`config.mk`:
```
export PLATFORM = sky130hd
export DESIGN_NAME = shake_squeeze
export DESIGN_NICKNAME = d
export VERILOG_FILES = /design/src/rtl/shake_squeeze.sv
export SDC_FILE = /design/constraint.sdc
export NUM_CORES = 2
export LEC_CHECK = 0
export CAP_MARGIN = 20
export CELL_PAD_IN_SITES_DETAIL_PLACEMENT = 1
export CELL_PAD_IN_SITES_GLOBAL_PLACEMENT = 1
export CORE_AREA = 2 2 662 664
export DETAILED_ROUTE_END_ITERATION = 10
export DIE_AREA = 0 0 664 666
export HOLD_SLACK_MARGIN = 0.06
export PLACE_DENSITY_LB_ADDON = 0.1
export SLEW_MARGIN = 15
export SYNTH_ARGS = -nofsm -noshare
export SYNTH_HDL_FRONTEND = slang
export SYNTH_SLANG_ARGS = --single-unit
export TNS_END_PERCENT = 1
```
`constraint.sdc`:
```
create_clock -name clk -period 68.5 [get_ports clk]
set_input_delay 13.7 -clock clk [delete_from_list [all_inputs] [get_ports clk]]
set_output_delay 13.7 -clock clk [all_outputs]
set_load 0.1 [all_outputs]
```
`src/rtl/shake_squeeze.sv`:
```
// SHAKE squeeze stage: streams the rate lanes of a Keccak state as 64-bit words and requests
// further permutations until out_len words are delivered. Define SHAKE_SQZ_BSWAP_EN to byte-swap dout.
module shake_squeeze #(
    parameter int unsigned RATE_LANES = 21,
    parameter int unsigned LEN_W      = 16
) (
    input  logic                   clk,
    input  logic                   rst,
    input  logic                   start,
    input  logic [LEN_W-1:0]       out_len,
    input  logic [4:0][4:0][63:0]  state_in,
    output logic                   perm_req,
    input  logic                   perm_done,
    output logic [63:0]            dout,
    output logic                   dout_valid,
    input  logic                   dout_ready,
    output logic                   busy,
    output logic                   done
);

    localparam int unsigned IDX_W = (RATE_LANES > 1) ? $clog2(RATE_LANES) : 1;
    localparam logic [IDX_W-1:0] LAST_IDX = IDX_W'(RATE_LANES - 1);

    typedef enum logic [1:0] {StIdle, StEmit, StPerm, StFin} state_t;

    state_t                       state_q, state_d;
    logic [LEN_W-1:0]             remaining_q, remaining_d;
    logic [IDX_W-1:0]             idx_q, idx_d;
    logic [RATE_LANES-1:0][63:0]  lane_buf_q;
    logic [RATE_LANES-1:0][63:0]  rate_lanes;
    logic                         load;
    logic [63:0]                  lane;
    logic [63:0]                  dout_lane;
    logic                         unused_state;

    // Lane i of the rate portion is A[i % 5][i / 5].
    for (genvar i = 0; i < RATE_LANES; i++) begin : g_rate
        assign rate_lanes[i] = state_in[i % 5][i / 5];
    end

    // Capacity lanes are never output.
    assign unused_state = ^state_in;

    assign lane = lane_buf_q[idx_q];

`ifdef SHAKE_SQZ_BSWAP_EN
    for (genvar b = 0; b < 8; b++) begin : g_bswap
        assign dout_lane[8*(7-b) +: 8] = lane[8*b +: 8];
    end
`else
    assign dout_lane = lane;
`endif

    always_comb begin
        state_d     = state_q;
        remaining_d = remaining_q;
        idx_d       = idx_q;
        load        = 1'b0;
        perm_req    = 1'b0;
        dout_valid  = 1'b0;
        dout        = '0;
        busy        = (state_q != StIdle);
        done        = 1'b0;
        unique case (state_q)
            StIdle: begin
                if (start) begin
                    if (out_len != '0) begin
                        load        = 1'b1;
                        remaining_d = out_len;
                        idx_d       = '0;
                        state_d     = StEmit;
                    end else begin
                        state_d = StFin;
                    end
                end
            end
            StEmit: begin
                dout_valid = 1'b1;
                dout       = dout_lane;
                if (dout_ready) begin
                    remaining_d = remaining_q - LEN_W'(1);
                    if (remaining_q == LEN_W'(1)) begin
                        state_d = StFin;
                    end else if (idx_q == LAST_IDX) begin
                        idx_d   = '0;
                        state_d = StPerm;
                    end else begin
                        idx_d = idx_q + IDX_W'(1);
                    end
                end
            end
            StPerm: begin
                perm_req = 1'b1;
                if (perm_done) begin
                    load    = 1'b1;
                    state_d = StEmit;
                end
            end
            StFin: begin
                done    = 1'b1;
                state_d = StIdle;
            end
            default: state_d = StIdle;
        endcase
    end

    always_ff @(posedge clk or posedge rst) begin
        if (rst) begin
            state_q     <= StIdle;
            remaining_q <= '0;
            idx_q       <= '0;
            lane_buf_q  <= '0;
        end else begin
            state_q     <= state_d;
            remaining_q <= remaining_d;
            idx_q       <= idx_d;
            if (load) begin
                lane_buf_q <= rate_lanes;
            end
        end
    end

endmodule

```
---- Word-level counts from Yosys, hierarchy flattened ----
Index checks and enable logic that the tools add are counted.
storage, ports and cells
  flip-flop bits (word level) ............. 1367
operators by class
  reductions and logical operators ........ 7
  order comparisons ....................... 1
  eq/ne operators ......................... 11
  muxes and demuxes ....................... 27
  add/subtract/negate cells ............... 2
operator list
  cell                                                         count
  binary-select mux 64 bit (select 5 bit)                      1
  two-way mux 64 bit                                           2
  two-way mux 16 bit                                           3
  one-hot mux 16 bit (2 select lines)                          1
  two-way mux 5 bit                                            5
  == test 16 x 1 -> 1 bit (second input constant)              1
  nonzero test 16 bit                                          1
  subtractor 16 x 1 -> 16 bit (second input constant)          1
  two-way mux 2 bit                                            6
  != test 2 bit (second input constant)                        5
  one-hot mux 5 bit (2 select lines)                           1
  one-hot mux 2 bit (4 select lines)                           1
  AND reduction 4 bit                                          2
  less-than comparator 5 x 6 -> 1 bit (second input constant)  1
  two-way mux 1 bit                                            6
  adder 5 x 1 -> 5 bit (second input constant)                 1
  == test 5 bit (second input constant)                        1
  AND reduction 5 bit                                          1
  == test 2 bit (second input constant)                        2
  nonzero test 2 bit                                           2
  != test 3 bit (second input constant)                        1
  == test 2 x 1 -> 1 bit (second input constant)               1
  logical NOT 2 bit                                            1
  one-hot mux 1 bit (2 select lines)                           1

---- Longest topological paths before layout ----
  depth in word-level cells ............... 5
  gate-level depth with buffers ........... 9

---- Worst setup path after synthesis ----
No wires, ideal clock.
  path kind ............................... register to output
  start point ............................. register idx_q[0]
  end point ............................... output dout[12]
  path buffers ............................ 4
  setup slack ............................. 51.377 ns
  arrival ................................. 3.423 ns
  stages on the path, launching flop included .. 9
  required time ........................... 54.800 ns
  cell sequence ........................... dfrtp_1 > clkbuf_1 > buf_2 > buf_2 > clkbuf_1 > mux2i_1 > o22ai_1 > a21oi_1 > o221ai_1
on the way
  word-level cells in the longest chain between the ends .. 3
RTL lines
  element                                   line  source
  start, declared                           28    logic [IDX_W-1:0] idx_q, idx_d;
  start signal, assigned                    116   idx_q <= idx_d;
  binary-select mux 64 bit (select 5 bit)   44    assign lane = lane_buf_q[idx_q];
  two-way mux 64 bit (not written as such)  44
  two-way mux 64 bit                        64    unique case (state_q)
  end, declared                             14    output logic [63:0] dout,
Every way passes these cells. The select of a mux whose other input is x is not followed.

---- Final worst setup path ----
  start point ............................. register idx_q[0]
  end point ............................... output dout[11]
The elaborated chain is that of the path after synthesis.

==> flow_summary.json <==
{
  "status": "finished clean",
  "numCtsBuffers": 198,
  "drtIter0Drc": 1985,
  "clock_skew_ns": 0.0549,
  "power_density_nw_per_um2": 51.9,
  "clock_path_buffers": 4,
  "cts_tree": "built",
  "final.period_utilization_pct": 30.8,
  "worstPathRequired_ns": 54.80,
  "coreArea_um2": 436000,
  "yosys.area.top_type": "dfrtp_1",
  "drive_gt1_share_pct": 13.4,
  "preCtsSetupSlack_ns": 47.67,
  "synth-edff-count": 0,
  "grt_pass1_wl_um": 499000,
  "syn-instance-count": 4155,
  "start_util_pct": 14.2,
  "drtPass1Iterations": 5,
  "ys_ff_latch": 1367,
  "dpl.hpwl_um": 305000,
  "final_max_slew_viol_count": 0,
  "clk_pin_slew_worst_paths_ns": 0.06,
  "nets": 7207,
  "yosysMostFrequentCell": "dfrtp_1",
  "hp-class": "flip-flop to flip-flop",
  "setup_ws_ns": 47.39,
  "cts_sinks": 1367,
  "syn-num-nets": 5780,
  "num_rows": 243,
  "ir_drop_uv": 22.7,
  "avgSynthCellArea_um2": 14.9,
  "vias": 44500,
  "io_pins": 1689,
  "worstMarginPinSlew_ns": 1.37,
  "layout_min_cycle_time_ns": 21.11,
  "synth_warnings": 0,
  "grt_setup_unrepaired": "no",
  "crit_path_start_kind": "flip-flop",
  "end_kind": "output port",
  "grt_pass1_vias": 48200,
  "ctsRootBufferMaster": "clkbuf_16",
  "antenna_found_initial": 501,
  "arrival_ns": 7.41,
  "ctsResizeCount": 0,
  "place_congestion": 0.795,
  "ys_seq_area_share_pct": 55.3,
  "dieArea_um2": 442000,
  "cts.htree.levels": 4,
  "gr-total-overflow": 0,
  "synth_flop_cell": "dfrtp_1",
  "ys_types": 52,
  "portBuffers": 1432,
  "wl_um": 384000,
  "synth_area_um2": 61800,
  "grt_usage_pct": 16.9,
  "finalSetupViolations": 0,
  "crit_type": "flip-flop to output port",
  "route.detailed.drc": 0,
  "finalPower_w": 0.00463,
  "yosysTopAreaCellShare_pct": 55.3,
  "area_growth_pct": 44.3,
  "n_fill_cell": 48000,
  "die_h_um": 666,
  "grt_max_degree": 148,
  "critPathMaxFanout": 39,
  "clock_latency_ns": 0.91,
  "clock.fmax_ghz": 0.0474,
  "synthTopCellsByArea": "dfrtp_1 (55%), mux2_1 (21%), mux2i_1 (6.2%), mux4_2 (4.7%), mux2_2 (3.4%)",
  "postCtsSetupBuffers": 0,
  "ant_nets": 0,
  "die_w_um": 664,
  "relSlewSlack_pct": 8.70,
  "fin_tns_setup_ns": 0,
  "async_flop_share_pct": 100,
  "synthTopCellsByCount": "dfrtp_1 (1367), mux2_1 (1160), mux2i_1 (383)",
  "p_leak_nw": 34.4,
  "wire_per_inst_um": 33.1,
  "viasPerCell": 3.84,
  "cap_viol_max_count": 0,
  "timing_hold_violations_final": 0,
  "holdBufCountCts": 0
}
worst max-delay path, cell delays in order (launching register included):
cell and delay (ns):
dfrtp_4 1.01, buf_4 0.68, buf_4 0.67, buf_4 0.53
mux2i_1 0.15, a22oi_1 0.78, nand3_1 0.67, o221ai_1 0.48
clkdlybuf4s50_1 1.28
cell usage in the layout (no fill, tap or decap), drive strengths merged, types with 16 or more instances in the layout:
cell              n
clkbuf          303
a21oi            70
buf             144
mux2           1345
nand3            71
mux4            129
inv              16
dfrtp          1367
clkdlybuf4s50  1395
nor2             17
o22ai            67
o221ai           65
nand2            19
clkinv           31
diode           108
mux2i           383
a22oi           199
state kept, by name (all words and copies together) (netlist names):
| name | count |
|---|---|
| state_q | 2 |
| remaining_q | 16 |
| lane_buf_q | 1344 |
| idx_q | 5 |
final timing paths:
| path | startpoint | to | slack, ns | cells after the start |
|---|---|---|---|---|
| worst max register to register | state_q[0] | lane_buf_q[842] | 61.38 | 11 |
| max in group asynchronous | rst | lane_buf_q[1115] | 49.92 | 8 |
| min in group asynchronous | rst | lane_buf_q[928] | 13.22 | 2 |
| worst max-delay path | idx_q[0] | dout[11] | 47.39 | 8 |
| worst min register to register | lane_buf_q[680] | lane_buf_q[680] | 0.48 | 1 |
| worst min-delay path | lane_buf_q[680] | lane_buf_q[680] | 0.48 | 1 |
report_power, final:
group          switching, W  internal (W)
clock network      0.000432      0.000598
registers          0.000241       0.00123
logic               0.00137      0.000768
total               0.00204       0.00259
per-stage QoR:
stage	area (um^2)	hold WS, ns	instances	util [%]
finish	89200	0.477	11600	20.5
floorplan	61800	0.452	4155	-
global route	89000	0.494	11500	20.4
CTS	88900	0.483	11500	20.4
global placement	82600	0.464	11100	18.9
detailed placement	82600	0.471	11100	19.0
area by class of cell:
cell class              count  area (um^2)  share of cell area, %
diodes                    108          270                  0.303
clock buffers             303         5780                   6.48
clock inverters            44          497                  0.557
repair buffers           1539        15200                   17.0
inverters                  10         45.0                 0.0505
flip-flops and latches   1367        34200                   38.4
multi-input cells        2466        26000                   29.2
well taps                5757         7200                   8.07
logic make-up (layout without fill, tap and decap cells):
logic type	after synthesis	after routing	share of synthesized area [%]
AOI/OAI and AO/OA	445	445	5.17
adders and majority gates	4	4	0.0809
buffers and inverters	322	1896	2.69
DFF	1367	1367	55.3
muxes	1857	1857	35.4
other	0	108	0
and+or+nand+nor	160	160	1.34
metal layers:
layer	track usage [%]	vias to the layer above	routed length, um
li1	-	18700	-
met1	20.4	22900	157000
met2	28.4	1703	180000
met3	5.86	1049	28800
met4	5.17	264	16200
met5	0	-	1680
No activity file was read; power rests on OpenSTA's default activity.
